<file path="config.mk">
export PLATFORM = sky130hd
export DESIGN_NAME = uart_console_flat
export DESIGN_NICKNAME = d
export VERILOG_FILES = /design/src/rtl/uart_console_pkg.sv /design/src/rtl/uart_console_if.sv /design/src/rtl/block_rom.sv /design/src/rtl/edge_detector.sv /design/src/rtl/uart_console_fifo.sv /design/src/rtl/uart_console.sv /design/src/flat_wrapper.sv
export SDC_FILE = /design/constraint.sdc
export NUM_CORES = 1
export LEC_CHECK = 0
export ABC_CLOCK_PERIOD_IN_PS = 5990
export BUFFER_PORTS_ARGS = -buffer_cell sky130_fd_sc_hd__buf_4
export CORE_MARGIN = 5
export CORE_UTILIZATION = 40
export CTS_CLUSTER_SIZE = 30
export DETAILED_ROUTE_END_ITERATION = 8
export SYNTH_ARGS = -nofsm -noshare
export SYNTH_HDL_FRONTEND = slang
export SYNTH_SLANG_ARGS = --single-unit
</file>
<file path="constraint.sdc">
create_clock -name clk -period 5.99 [get_ports clk]
set_clock_uncertainty 0.2 [all_clocks]
set_input_delay 0.2995 -clock clk [delete_from_list [all_inputs] [get_ports clk]]
set_output_delay 0.2995 -clock clk [all_outputs]
set_load 0.01 [all_outputs]
</file>
<file path="src/rtl/uart_console_pkg.sv">
// Shared types and constants for the UART console: FSM states, ASCII command
// codes, active-low RGB encodings and the built-in banner text.
package uart_console_pkg;

  typedef enum logic [2:0] {S_FETCH, S_BANNER, S_IDLE, S_ECHO, S_LF} state_t;

  localparam logic [7:0] CHAR_R  = 8'h52;
  localparam logic [7:0] CHAR_G  = 8'h47;
  localparam logic [7:0] CHAR_B  = 8'h42;
  localparam logic [7:0] CHAR_X  = 8'h58;
  localparam logic [7:0] CHAR_H  = 8'h48;
  localparam logic [7:0] CHAR_CR = 8'h0D;
  localparam logic [7:0] CHAR_LF = 8'h0A;
  // Clearing bit 5 folds lower-case letters onto upper-case
  localparam logic [7:0] CASE_MASK = 8'hDF;

  localparam logic [2:0] RGB_OFF = 3'b111;
  localparam logic [2:0] RGB_R   = 3'b011;
  localparam logic [2:0] RGB_G   = 3'b101;
  localparam logic [2:0] RGB_B   = 3'b110;

  // "Hello World!\n"
  function automatic logic [7:0] banner_byte(input int unsigned idx);
    case (idx)
      0: return 8'h48;  1: return 8'h65;  2: return 8'h6C;  3: return 8'h6C;
      4: return 8'h6F;  5: return 8'h20;  6: return 8'h57;  7: return 8'h6F;
      8: return 8'h72;  9: return 8'h6C; 10: return 8'h64; 11: return 8'h21;
      12: return 8'h0A;
      default: return 8'h00;
    endcase
  endfunction

endpackage

</file>
<file path="src/rtl/uart_console_if.sv">
// Byte handshake between uart_driver (master) and the console (slave).
interface uart_console_if;
  logic [7:0] rx_data;
  logic       rx_valid;
  logic [7:0] tx_data;
  logic       tx_valid;
  logic       tx_ready;

  modport master (output rx_data, output rx_valid, output tx_ready,
                  input  tx_data, input  tx_valid);
  modport slave  (input  rx_data, input  rx_valid, input  tx_ready,
                  output tx_data, output tx_valid);
endinterface

</file>
<file path="src/rtl/block_rom.sv">
// Single-port ROM with one cycle of read latency holding the banner text.
module block_rom
  import uart_console_pkg::*;
#(
  parameter int unsigned DEPTH = 13,
  parameter int unsigned AW    = 4
) (
  input  logic          clk,
  input  logic [AW-1:0] addr,
  output logic [7:0]    data
);
  always_ff @(posedge clk)
    data <= (32'(addr) < DEPTH) ? banner_byte(32'(addr)) : 8'h00;
endmodule

</file>
<file path="src/rtl/edge_detector.sv">
// Registered rising-edge detector: one-cycle pulse per low-to-high transition.
module edge_detector (
  input  logic clk,
  input  logic rst,
  input  logic sig,
  output logic rise
);
  logic prev;

  always_ff @(posedge clk)
    if (rst) begin
      prev <= 1'b0;
      rise <= 1'b0;
    end else begin
      prev <= sig;
      rise <= sig & ~prev;
    end
endmodule

</file>
<file path="src/rtl/uart_console_fifo.sv">
// Synchronous 8-bit byte FIFO; pointers carry an extra wrap bit so full and
// empty are distinguishable without a separate counter.
module uart_byte_fifo #(
  parameter int DEPTH = 8
) (
  input  logic                       clk,
  input  logic                       rst,
  input  logic                       push,
  input  logic [7:0]                 wdata,
  input  logic                       pop,
  output logic [7:0]                 rdata,
  output logic                       full,
  output logic                       empty,
  output logic [$clog2(DEPTH+1)-1:0] level
);
  localparam int AW = $clog2(DEPTH);

  logic [7:0] mem [DEPTH];
  logic [AW:0] wr_ptr, rd_ptr;
  logic do_push, do_pop;

  assign level   = wr_ptr - rd_ptr;
  assign empty   = (wr_ptr == rd_ptr);
  assign full    = (wr_ptr[AW] != rd_ptr[AW]) && (wr_ptr[AW-1:0] == rd_ptr[AW-1:0]);
  assign do_pop  = pop && !empty;
  // A pop frees the slot this same cycle, so push into a full FIFO is legal then
  assign do_push = push && (!full || do_pop);
  assign rdata   = mem[rd_ptr[AW-1:0]];

  always_ff @(posedge clk)
    if (do_push) mem[wr_ptr[AW-1:0]] <= wdata;

  always_ff @(posedge clk)
    if (rst) begin
      wr_ptr <= '0;
      rd_ptr <= '0;
    end else begin
      if (do_push) wr_ptr <= wr_ptr + 1'b1;
      if (do_pop)  rd_ptr <= rd_ptr + 1'b1;
    end
endmodule

</file>
<file path="src/rtl/uart_console.sv">
// Banner-then-echo UART console with RGB commands and buffered RX.
// Define UART_CONSOLE_CRLF_EN to follow each echoed CR with an LF.
module uart_console
  import uart_console_pkg::*;
#(
  parameter int BANNER_L   = 13,
  parameter int FIFO_DEPTH = 8,
  parameter int CNT_W      = 8
) (
  input  logic                            clk,
  input  logic                            rst,
  uart_console_if.slave                   bus,
  output logic [2:0]                      rgb,
  output logic                            banner_done,
  output logic                            overflow,
  output logic [CNT_W-1:0]                drop_count,
  output logic [$clog2(FIFO_DEPTH+1)-1:0] fifo_level
);
  localparam int RA_W = (BANNER_L > 1) ? $clog2(BANNER_L) : 1;
  localparam logic [RA_W-1:0] LAST = RA_W'(BANNER_L - 1);

  state_t state, state_nxt;
  logic [RA_W-1:0] rom_addr, addr_nxt;
  logic [7:0] rom_data, cmd, cmd_nxt, rx_data_q, head;
  logic [2:0] rgb_nxt;
  logic done_nxt, rx_rise, pop, full, empty, tx_valid;
  logic [7:0] tx_data;

  edge_detector u_edge (.clk(clk), .rst(rst), .sig(bus.rx_valid), .rise(rx_rise));

  // Data is registered alongside the edge pulse so the two stay aligned
  always_ff @(posedge clk)
    if (rst) rx_data_q <= '0;
    else     rx_data_q <= bus.rx_data;

  uart_byte_fifo #(.DEPTH(FIFO_DEPTH)) u_fifo (
    .clk(clk), .rst(rst), .push(rx_rise), .wdata(rx_data_q), .pop(pop),
    .rdata(head), .full(full), .empty(empty), .level(fifo_level)
  );

  block_rom #(.DEPTH(BANNER_L), .AW(RA_W)) u_rom (
    .clk(clk), .addr(rom_addr), .data(rom_data)
  );

  always_ff @(posedge clk)
    if (rst) begin
      overflow   <= 1'b0;
      drop_count <= '0;
    end else if (rx_rise && full && !pop) begin
      overflow <= 1'b1;
      if (drop_count != '1) drop_count <= drop_count + 1'b1;
    end

  always_ff @(posedge clk)
    if (rst) begin
      state       <= S_FETCH;
      rom_addr    <= '0;
      banner_done <= 1'b0;
      rgb         <= RGB_OFF;
      cmd         <= '0;
    end else begin
      state       <= state_nxt;
      rom_addr    <= addr_nxt;
      banner_done <= done_nxt;
      rgb         <= rgb_nxt;
      cmd         <= cmd_nxt;
    end

  always_comb begin
    state_nxt = state;
    addr_nxt  = rom_addr;
    done_nxt  = banner_done;
    rgb_nxt   = rgb;
    cmd_nxt   = cmd;
    pop       = 1'b0;
    tx_valid  = 1'b0;
    tx_data   = '0;
    case (state)
      S_FETCH: state_nxt = S_BANNER;
      S_BANNER: begin
        tx_valid = 1'b1;
        tx_data  = rom_data;
        if (bus.tx_ready) begin
          if (rom_addr == LAST) begin
            addr_nxt  = '0;
            done_nxt  = 1'b1;
            state_nxt = S_IDLE;
          end else begin
            addr_nxt  = rom_addr + 1'b1;
            state_nxt = S_FETCH;
          end
        end
      end
      S_IDLE:
        if (!empty) begin
          pop       = 1'b1;
          cmd_nxt   = head;
          state_nxt = S_ECHO;
        end
      S_ECHO: begin
        tx_valid = 1'b1;
        tx_data  = cmd;
        if (bus.tx_ready) begin
          state_nxt = S_IDLE;
          case (cmd & CASE_MASK)
            CHAR_R: rgb_nxt = RGB_R;
            CHAR_G: rgb_nxt = RGB_G;
            CHAR_B: rgb_nxt = RGB_B;
            CHAR_X: rgb_nxt = RGB_OFF;
            CHAR_H: begin
              done_nxt  = 1'b0;
              state_nxt = S_FETCH;
            end
            default: ;
          endcase
`ifdef UART_CONSOLE_CRLF_EN
          if (cmd == CHAR_CR) state_nxt = S_LF;
`endif
        end
      end
`ifdef UART_CONSOLE_CRLF_EN
      S_LF: begin
        tx_valid = 1'b1;
        tx_data  = CHAR_LF;
        if (bus.tx_ready) state_nxt = S_IDLE;
      end
`endif
      default: state_nxt = S_IDLE;
    endcase
  end

  assign bus.tx_valid = tx_valid;
  assign bus.tx_data  = tx_data;
endmodule
</file>
<file path="src/flat_wrapper.sv">
// flat-port wrapper written by rule: the top's interface ports become plain ports
module uart_console_flat import uart_console_pkg::*;
#(
  parameter int BANNER_L   = 13,
  parameter int FIFO_DEPTH = 8,
  parameter int CNT_W      = 8
)
  (clk, rst, rgb, banner_done, overflow, drop_count, fifo_level, bus_rx_data, bus_rx_valid, bus_tx_ready, bus_tx_data, bus_tx_valid);
  uart_console_if bus_i ();
  input  logic clk;
  input  logic rst;
  output logic [2:0] rgb;
  output logic banner_done;
  output logic overflow;
  output logic [CNT_W-1:0] drop_count;
  output logic [$clog2(FIFO_DEPTH+1)-1:0] fifo_level;
  input wire logic [$bits(bus_i.rx_data)-1:0] bus_rx_data;
  input wire logic [$bits(bus_i.rx_valid)-1:0] bus_rx_valid;
  input wire logic [$bits(bus_i.tx_ready)-1:0] bus_tx_ready;
  output wire logic [$bits(bus_i.tx_data)-1:0] bus_tx_data;
  output wire logic [$bits(bus_i.tx_valid)-1:0] bus_tx_valid;
  assign bus_i.rx_data = bus_rx_data;
  assign bus_i.rx_valid = bus_rx_valid;
  assign bus_i.tx_ready = bus_tx_ready;
  assign bus_tx_data = bus_i.tx_data;
  assign bus_tx_valid = bus_i.tx_valid;
  uart_console #(.BANNER_L(BANNER_L), .FIFO_DEPTH(FIFO_DEPTH), .CNT_W(CNT_W)) u_core (.clk(clk), .rst(rst), .bus(bus_i), .rgb(rgb), .banner_done(banner_done), .overflow(overflow), .drop_count(drop_count), .fifo_level(fifo_level));
endmodule
</file>
# After elaboration in Yosys (flattened, before gate mapping)
# Memory sizes are Yosys's and may differ from the RTL's. A register that Yosys moved wholly into a read port is not among the register bits.
# Index checks and enable logic that the tools add are counted.
[totals] romBits=112 memories=2 reg_bits=46 in_bits=12 ramBits=64 elab_cells=80
[classes] add_sub_neg=5 magnitude_cmp=1 muxes=19 reduce_logical=20 n_eq_ne=18 n_bitwise=3
[mem_list] memory="(no name shown)" depth=16 word_bits=7 read_ports=1 rd_clocked_by_memory_dff=1 wr=0 line="uart_console_pkg.sv:24" source="case (idx)"
[mem_list] memory="u_core.u_fifo.mem" depth=8 word_bits=8 read_ports=1 rd_clocked_by_memory_dff=1 wr=1 line="uart_console_fifo.sv:18" source="logic [7:0] mem [DEPTH];"
[op_table] operator="$eq A7 B6 Y1 const B" count=5
[op_table] operator="$pmux W3 S4" count=2
[op_table] operator="$pmux W8 S2" count=1
[op_table] operator="$add A4 B1 Y4 const B" count=3
[op_table] operator="$mux W1" count=9
[op_table] operator="$mux W3" count=3
[op_table] operator="$add A8 B1 Y8 const B" count=1
[op_table] operator="$ne A8 B8 Y1 const B" count=1
[op_table] operator="$eq A3 B2 Y1 const B" count=2
[op_table] operator="$ne A2 B2 Y1 const B" count=3
[op_table] operator="$reduce_and A2 Y1" count=3
[op_table] operator="$reduce_and A3 Y1" count=2
[op_table] operator="$logic_and A1 B1 Y1" count=5
[op_table] operator="$reduce_and A5 Y1" count=1
[op_table] operator="$eq A4 B4 Y1" count=1
[op_table] operator="$eq A4 B4 Y1 const B" count=1
[op_table] operator="$logic_not A1 Y1" count=4
[op_table] operator="$lt A4 B4 Y1 const B" count=1
[op_table] operator="$mux W2" count=2
[op_table] operator="$mux W4" count=1
[op_table] operator="$ne A2 B1 Y1 const B" count=2
[op_table] operator="$reduce_bool A4 Y1" count=1
[op_table] operator="$sub A4 B4 Y4" count=1
[op_table] operator="$eq A3 B1 Y1 const B" count=1
[op_table] operator="other kinds (9)" count=10

# Logic depth before layout (Yosys ltp)
# Gate-level depths: netlist of run 1.
[logic_depth] depth_word=8 mapped_depth=9 ltp_nobuf=6

# Hierarchy
# From an unflattened synthesis of run 1, not the netlist that was laid out.
[hier_totals] hier_cells=384 hier_area_um2=5126.2
[by_module_without_submodules] mod="uart_byte_fifo" n_inst=1 cells_each=166 area_per_inst_um2=3101.7 seq_area_each_um2=2142.1
[by_module_without_submodules] mod="uart_console" n_inst=1 cells_each=175 area_per_inst_um2=1582.8 seq_area_each_um2=700.7
[by_module_without_submodules] mod="block_rom" n_inst=1 cells_each=39 area_per_inst_um2=382.9 seq_area_each_um2=140.1
[by_module_without_submodules] mod="edge_detector" n_inst=1 cells_each=4 area_per_inst_um2=58.8 seq_area_each_um2=40.0

# Worst setup path after synthesis of run 1
# OpenSTA, ideal clock, no wires.
[synth_timing] kind="reg-to-reg" from="reg u_core.u_fifo.rd_ptr[1]" to="mem u_core.u_fifo.mem[0][0] (enable)" path_stages_with_launch=8 setup_ns=0.395 arrival_time_ns=2.468 required_ns=5.395 setup_slack_ns=2.928 period_less_slack_ns=3.062 path_buffers=2 cell_sequence="dfxtp_1 buf_2 buf_1 inv_1 ha_1 nand3_1 o31ai_4 nor4_1"
[synth_via] elab_chain_len=8 elab_cells_between_ends=12 cone_classes="eq/ne: 2; mux: 4; reduce/logical: 6"
[synth_rtl] element="from (decl)" line="uart_console_fifo.sv:19" source="logic [AW:0] wr_ptr, rd_ptr;"
[synth_rtl] element="from (signal assigned)" line="uart_console_fifo.sv:39" source="if (do_pop) rd_ptr <= rd_ptr + 1'b1;"
[synth_rtl] element="$eq A4 B4 Y1" line="uart_console_fifo.sv:23" source="assign empty = (wr_ptr == rd_ptr);"
[synth_rtl] element="$mux W1" line="uart_console.sv:95" source="if (!empty) begin"
[synth_rtl] element="$mux W1" line="uart_console.sv:78" source="case (state)"
[synth_rtl] element="$logic_and A1 B1 Y1" line="uart_console_fifo.sv:25" source="assign do_pop = pop && !empty;"
[synth_rtl] element="$logic_or A1 B1 Y1 *" line="uart_console_fifo.sv:27" source="assign do_push = push && (!full || do_pop);"
[synth_rtl] element="$logic_and A1 B1 Y1 *" line="uart_console_fifo.sv:27"
[synth_rtl] element="$mux W1 *" line="uart_console_fifo.sv:31" source="if (do_push) mem[wr_ptr[AW-1:0]] <= wdata;"
[synth_rtl] element="$mux W1 (implied by the code) *" line="uart_console_fifo.sv:31"
[synth_rtl] element="to (decl)" line="uart_console_fifo.sv:18"
# Every way passes the cells marked *; elsewhere a longest branch is shown, timed or not.

# Worst setup path in the final report of run 1
[layout_timing] from="reg u_core.u_fifo.rd_ptr[1]" to="mem u_core.u_fifo.mem[4][1] (enable)"
# Same word-level chain as after synthesis.

==> out/results.ini, run 1 <==
[outcome]
status=finished, final reports clean

[synth]
yosysSeqAreaShare=0.601
ys.flop_type=edfxtp_1
yosys.area_share.simple=0.124
synth.most_common_cell=edfxtp_1
syn_inst=388
synth_top_area_cell=edfxtp_1
synth_xor_area_frac=0.0190
syn_area_per_cell_um2=12.7
ys_types=53
yosysWarnings=0
ys_ff_latch=116
synth.top_cell.area_share=0.390
synthArstFlopShare=0
syn_nets=415
synth_area_leaders=edfxtp_1 39%, dfxtp_1 21%, mux4_2 7.3%
muxShareOfSynthArea=0.0957
synth_compound_area_frac=0.0916
synth_fa_ha_area_frac=0.0396
synth_top_family_by_area=simple AND/OR/NAND/NOR gates
synth-edff-count=64
syn_area_um2=4930
netlist_top_cells_count=64 x edfxtp_1, 52 x dfxtp_1, 26 x nand2_1

[job]
cap_viol_max_count=0

[grt]
grt_usage=0.150
grt_max_degree=35
grt_antenna_before_repair=0
grt_overflow_total=0
grt_pass1_vias=3154
grt_first_pass_wirelength_um=16600

[floorplanning]
die_h_um=121
die_area_um2=14600
start_util=0.409
coreArea_um2=12100
die_x_um=121
fp-row-count=40
pin_count=38

[sta]
hold_viol_final=0
rsz0062_at_grt=false
whs_ns=0.121
tightestPinTransition_ns=1.08
slew_headroom=0.275
fin_crit_ns=3.42
finalCritPeriodShare=0.571
clock.fmax_ghz=0.292
tns_ns=0
drv_slew=0
setup_violations=0

[place]
dp_cells=576
io_buffers=37
gp_congestion=0.782
hpwl_um=6990

[finish]
diodes=0
drive_gt1_frac=0.207
post_layout_nonfiller_instances=618
nNetsFinal=464
area_growth_pct=22.1
n_fill_cell=1040

[route]
via_per_inst=5.02
drt-wirelength-per-cell_um=16.4
ant_nets=0
first_pass_iters=4
routed_wl_um=10100
vias=3105
drcViolationCount=0
dr.first_iter.drc_count=222

[cts]
clk_latency_ns=0.40
cts_tree=built
htree_levels=4
cts_sinks=116
clk_pin_slew_ns=0.05
clockRootBuffer=clkbuf_16
clock_path_buffers=2
cts_resized=0
numCtsBuffers=17

[setup_path]
crit_type=flop to flop
reg2reg_setup_slack_ns=2.57
r2r_cells=5
cpLargestDelayFamily=simple AND/OR/NAND/NOR gates
cp-end-kind=flop
start_kind=flop
crit_end=u_core.u_fifo.mem[4][1]
slowest_stage=dfxtp_1
crit_start=u_core.u_fifo.rd_ptr[1]
path_cells=inv_1 > ha_1 > nand3_1 > o311ai_2 > nor3_1
crit_buf_inv=1
critPathMaxFanout=20
max_stage_delay_ns=0.93
cp_data_arrival_time_ns=3.24
cp.depth=5
r2r_start=u_core.u_fifo.rd_ptr[1]
reg2reg_to=u_core.u_fifo.mem[4][1]
cp.required_ns=5.81

[worst_hold_path]
min_path_type=input pin to flop
hold_start=rst

[power]
total_leakage_power_nw=2.10
power_density_nw_per_um2=311
peakVddDrop_uv=190

==> worst min-delay path by stage <==
stage	end	slack (ns)	depth (start not counted)
after floorplan	u_core.u_edge.rise	0.17	1
after detailed placement	u_core.u_edge.rise	0.17	1
after CTS	u_core.u_fifo.wr_ptr[0]	0.11	2
after global placement	u_core.u_edge.rise	0.18	1
final	u_core.u_fifo.wr_ptr[0]	0.12	2
after global routing	u_core.u_fifo.wr_ptr[0]	0.12	2
==> worst register-to-register path: stages (launching register included) <==
cell and delay [ns]:
dfxtp_1 0.93, inv_1 0.22, ha_1 0.37, nand3_1 0.26, o311ai_2 0.21, nor3_1 0.84
==> metal layers <==
layer,GRT usage,wire length (um),vias up
met5,0,0,-
met4,0.0588,136,0
met3,0.0434,480,12
met2,0.234,4840,74
met1,0.197,4650,1481
li1,-,-,1538
==> flip-flops by register name (all words and copies together), names as in the netlist <==
name	flops
u_core.banner_done	1
u_core.cmd	8
u_core.drop_count	8
u_core.overflow	1
u_core.rgb	3
u_core.rom_addr	4
u_core.rx_data_q	8
u_core.state	2
u_core.u_edge.prev	1
u_core.u_edge.rise	1
u_core.u_fifo.mem	64
u_core.u_fifo.rd_ptr	4
u_core.u_fifo.wr_ptr	4
u_core.u_rom.data	7
==> repair_timing <==
item | in CTS | in global routing
buffers inserted | 0 | 0
hold endpoints to repair | 10 | 0
hold buffers | 10 | 0
==> power by group <==
group	switching, mW	internal [mW]	leakage, nW
sequential	0.0142	0.852	1.01
clock	0.330	0.618	0.272
combinational	0.0287	0.0279	0.821
==> cells in the final DEF (no fill, tap or decap), types with 4 or more instances in the layout <==
cell and count:
o21ai_0 19, nand3_1 7, ha_1 14, a21oi_1 14, nor2b_1 20, mux4_2 16, or3_1 4, a31oi_1 9
nand2_1 26, dlygate4sd3_1 10, buf_4 39, nand2b_1 8, clkbuf_16 17, edfxtp_1 64, or4_1 4, xnor2_1 5
clkbuf_1 4, mux2i_1 10, inv_1 16, dfxtp_1 52, nor3_1 8, nor2_1 23, clkinv_2 4
==> layout make-up <==
cell class                      count  area (um2)  share of cell area
Timing Repair Buffer               49         393              0.0653
Multi-Input combinational cell    236        1830               0.303
Tap cell                          168         210              0.0349
Inverter                           17        63.8              0.0106
Clock inverter                     10         108              0.0179
Clock buffer                       22         454              0.0755
Sequential cell                   116        2960               0.492
==> cell families (layout without fill, tap and decap cells) <==
| kind of cell | count (synthesis) | count (layout) |
|---|---|---|
| simple gates | 117 | 117 |
| flops | 116 | 116 |
| compound gates | 68 | 68 |
| buf+inv | 36 | 98 |
| mux | 27 | 27 |
| fa+ha+maj | 15 | 15 |
| xor+xnor | 9 | 9 |
==> stage by stage <==
step	cell area [um2]	util	power [mW]	setup slack (ns)
2_1_floorplan	4930	-	0.908	2.93
3_3_place_gp	5360	0.444	0.933	2.68
3_5_place_dp	5360	0.444	0.934	2.57
4_1_cts	6020	0.499	1.89	2.54
5_1_grt	6020	0.499	1.94	2.32
6_report	6020	0.499	1.87	2.57
Power figures use the tool's default switching activity.
==> run 2: changes to the inputs <==
Settings changed: ABC_CLOCK_PERIOD_IN_PS 5990 to 2950.
Clock period 5.99 ns to 2.95 ns, I/O delays scaled along.
==> out/results.ini, run 2 (same netlist as run 1, synthesis figures left out) <==
[finish]
largest_register_ffs=64
post_layout_nonfiller_instances=640
area_growth_pct=26.3
n_fill_cell=1047
most-common-layout-cells=64 x edfxtp_1, 52 x buf_4, 52 x dfxtp_1
diodes=0
drive_gt1_frac=0.227
layout_commonest_cell=edfxtp_1
nNetsFinal=486

[setup_path]
cp.required_ns=2.77
cpLargestDelayFamily=simple AND/OR/NAND/NOR gates
cp_data_arrival_time_ns=2.39
path_cells=inv_1 > ha_1 > nand3_1 > o311ai_2 > nor3_1
crit_buf_inv=1
critPathMaxFanout=8
start_kind=flop
slowest_stage=nor3_1
crit_type=flop to flop
max_stage_delay_ns=0.83
cp-end-kind=flop

[cts]
cts_resized=0
numCtsBuffers=17
htree_levels=4
clockRootBuffer=clkbuf_16
cts_sinks=116
cts_setup_buffers=0
clock_path_buffers=2
clk_latency_ns=0.41
cts.hold.buffers_added=19
cts_tree=built
clk_pin_slew_ns=0.05

[sta]
fin_crit_ns=2.57
slew_headroom=0.302
hold_viol_final=0
tns_ns=0
tightestPinTransition_ns=1.04
setup_violations=0
clock.fmax_ghz=0.389
rsz0062_at_grt=false
finalCritPeriodShare=0.870
drv_slew=0
worst_slack_ns=0.382

[grt]
grt_first_pass_wirelength_um=16500
grt_pass1_vias=3186
grt_usage=0.149
grt_antenna_before_repair=0
grt_max_degree=35
grt_overflow_total=0

[place]
io_buffers=37
gp_congestion=0.785
pre_cts_slack_ns=0.367
hpwl_um=6790
dp_cells=589

[worst_hold_path]
min_path_type=flop to flop

[power]
total_leakage_power_nw=2.23
power_density_nw_per_um2=622
peakVddDrop_uv=405
total_power_mw=3.87

[floorplanning]
coreArea_um2=12100
die_x_um=121
start_util=0.409
fp-row-count=40
pin_count=38
die_h_um=121
die_area_um2=14600

[route]
ant_nets=0
drt-wirelength-per-cell_um=15.6
first_pass_iters=4
routed_wl_um=9980
vias=3192
dr.first_iter.drc_count=241
drcViolationCount=0
via_per_inst=4.99

[job]
cap_viol_max_count=0

[outcome]
status=finished, final reports clean

-- run 2: power by group --
part	leakage (nW)	total, mW	switching, mW	internal, mW
logic	0.938	0.125	0.0585	0.0668
registers	1.01	1.76	0.0260	1.73
clock network	0.278	1.99	0.674	1.32
-- run 2: cell type report --
cell class,instances,area [um2],share of cell area
Multi-Input combinational cell,236,1830,0.294
Clock buffer,21,440,0.0707
Sequential cell,116,2960,0.476
Clock inverter,11,138,0.0221
Tap cell,168,210,0.0338
Timing Repair Buffer,71,581,0.0932
Inverter,17,63.8,0.0102
-- run 2: per-layer routing --
metal  wire [um]  track usage  part of all wire
met1        4650        0.195              0.47
met3         459       0.0508             0.046
met2        4770        0.231              0.48
met5           0            0                 0
met4          99       0.0524            0.0099
-- run 2: worst reg2reg max path: stages (launching register included) --
cell and delay (ns):
dfxtp_1 0.42, inv_1 0.11, ha_1 0.33, nand3_1 0.12, o311ai_2 0.17, nor3_1 0.83
-- run 2: stage by stage --
stage | area [um2] | hold slack (ns) | utilization
floorplan | 4940 | 0.0513 | -
global placement | 5460 | 0.156 | 0.453
detailed placement | 5460 | 0.162 | 0.453
CTS | 6230 | 0.193 | 0.516
global route | 6230 | 0.217 | 0.516
finish | 6230 | 0.188 | 0.516
-- run 2: final timing paths --
path	cells past startpoint	slack, ns	start	to
hold reg to reg	1	0.19	u_core.u_edge.prev	u_core.u_edge.rise
hold / removal	1	0.19	u_core.u_edge.prev	u_core.u_edge.rise
setup / recovery	5	0.38	u_core.u_fifo.wr_ptr[0]	u_core.u_fifo.mem[4][7]
setup reg to reg	5	0.38	u_core.u_fifo.wr_ptr[0]	u_core.u_fifo.mem[4][7]
==> run 3: changes to the inputs <==
Settings changed: ABC_CLOCK_PERIOD_IN_PS 2950 to 3000.
Clock period 2.95 ns to 3 ns, I/O delays scaled along.
==> out/results.ini, run 3 (same netlist as run 1, synthesis figures left out) <==
[finish]
register_area_um2=2960
area_growth_pct=25.8
drive_gt1_frac=0.224
n_fill_cell=1045
diodes=0
final_util=0.514
nNetsFinal=483
multi_input_area_um2=1830
most-common-layout-cells=64 x edfxtp_1, 52 x dfxtp_1, 49 x buf_4
largest_register_ffs=64
layout_commonest_cell=edfxtp_1

[sta]
hold_viol_final=0
tns_ns=0
rsz0062_at_grt=false
setup_violations=0
clock.fmax_ghz=0.387
whs_ns=0.184
fin_crit_ns=2.58
tightestPinTransition_ns=0.773
worst_slack_ns=0.415
slew_headroom=0.483
finalCritPeriodShare=0.862
drv_slew=0

[route]
drt-wirelength-per-cell_um=15.8
dr.first_iter.drc_count=220
drcViolationCount=0
routed_wl_um=10000
first_pass_iters=4
via_per_inst=5.04
ant_nets=0
vias=3208

[power]
power_density_nw_per_um2=611
switching_share=0.208
total_leakage_power_nw=2.21
power_frac_comb=0.033
netSwitchingPower_uw=790
power.share.sequential=0.454
p_int_mw=3.00
clkPwrFrac=0.513
peakVddDrop_uv=354

[setup_path]
cp.required_ns=3.10
cp-end-kind=flop
r2r_cells=6
reg2reg_setup_slack_ns=0.42
start_kind=flop
cp_data_arrival_time_ns=2.69
critPathMaxFanout=17
crit_type=flop to flop
reg2reg_to=u_core.drop_count[6]
r2r_start=u_core.u_fifo.wr_ptr[0]

[grt]
grt_overflow_total=0
grt_antenna_before_repair=0
grt_usage=0.149
grt_max_degree=35
grt_pass1_vias=3272
grt_first_pass_wirelength_um=16800

[floorplanning]
fp-row-count=40
pin_count=38
die_x_um=121
die_h_um=121
coreArea_um2=12100
die_area_um2=14600
start_util=0.409

[job]
cap_viol_max_count=0

[cts]
cts_resized=0
cts_setup_buffers=0
clk_pin_slew_ns=0.05
clk_latency_ns=0.41
cts.hold.buffers_added=19
htree_levels=4
clock_path_buffers=2
clockRootBuffer=clkbuf_16
cts_sinks=116
numCtsBuffers=17
cts_tree=built

[place]
hpwl_um=6560
io_buffers=37
pre_cts_slack_ns=0.432
gp_congestion=0.765

[worst_hold_path]
min_delay_worst_endpoint=u_core.u_edge.rise
hold_start=u_core.u_edge.prev
holdPathStages=1
min_path_type=flop to flop

[outcome]
status=finished, final reports clean

## run 3: cell types whose count changed in the layout (fill, tap and decap cells not counted), moves of 2 or more
cell	before	now
clkinv_1	2	4
clkinv_2	4	1
clkinv_4	1	3
buf_4	52	49
clkbuf_1	4	1
## run 3: worst max-delay path, cell delays in order (launching register included)
cell and delay [ns]:
dfxtp_1 0.43, inv_1 0.12, ha_1 0.33, and3_1 0.25, nand4_2 0.39, or4_1 0.63, o211a_1 0.13
## run 3: power groups by stage
stage	Clock [mW]	Sequential, mW	Combinational (mW)
floorplan	0	1.75	0.0665
global placement	0	1.75	0.105
detailed placement	0	1.76	0.107
CTS	1.98	1.72	0.127
global route	2.06	1.73	0.139
finish	1.94	1.72	0.125
## run 3: cell type report
class | instances | share of cell area
multi-input cells | 236 | 0.295
well taps | 168 | 0.0339
clock buffers | 19 | 0.0714
flip-flops and latches | 116 | 0.478
clock inverters | 13 | 0.0216
inverters | 17 | 0.0103
repair buffers | 68 | 0.0900
## run 3: worst max-delay path by stage
stage	slack (ns)	cells past startpoint	to	start
global placement	0.49	6	u_core.drop_count[6]	u_core.u_fifo.wr_ptr[0]
detailed placement	0.43	6	u_core.drop_count[6]	u_core.u_fifo.wr_ptr[0]
floorplan	0.12	7	u_core.u_fifo.mem[4][0]	u_core.u_fifo.rd_ptr[1]
finish	0.42	6	u_core.drop_count[6]	u_core.u_fifo.wr_ptr[0]
CTS	0.41	6	u_core.drop_count[6]	u_core.u_fifo.wr_ptr[0]
global route	0.24	6	u_core.drop_count[7]	u_core.u_fifo.wr_ptr[0]
## run 3: layer usage
metal / share of wire / routed length (um) / vias to the layer above / GRT usage
li1: - / - / 1579 / -
met1: 0.46 / 4660 / 1565 / 0.189
met2: 0.48 / 4860 / 52 / 0.237
met3: 0.039 / 393 / 12 / 0.0457
met4: 0.013 / 126 / 0 / 0.0644
met5: 0 / 0 / - / 0
## run 3: through the flow
step,std cells,instance area (um2),power (mW)
after detailed placement,586,5440,1.86
after global routing,637,6200,3.93
after CTS,637,6200,3.83
after floorplan,388,4940,1.81
after global placement,586,5440,1.86
final,637,6200,3.79
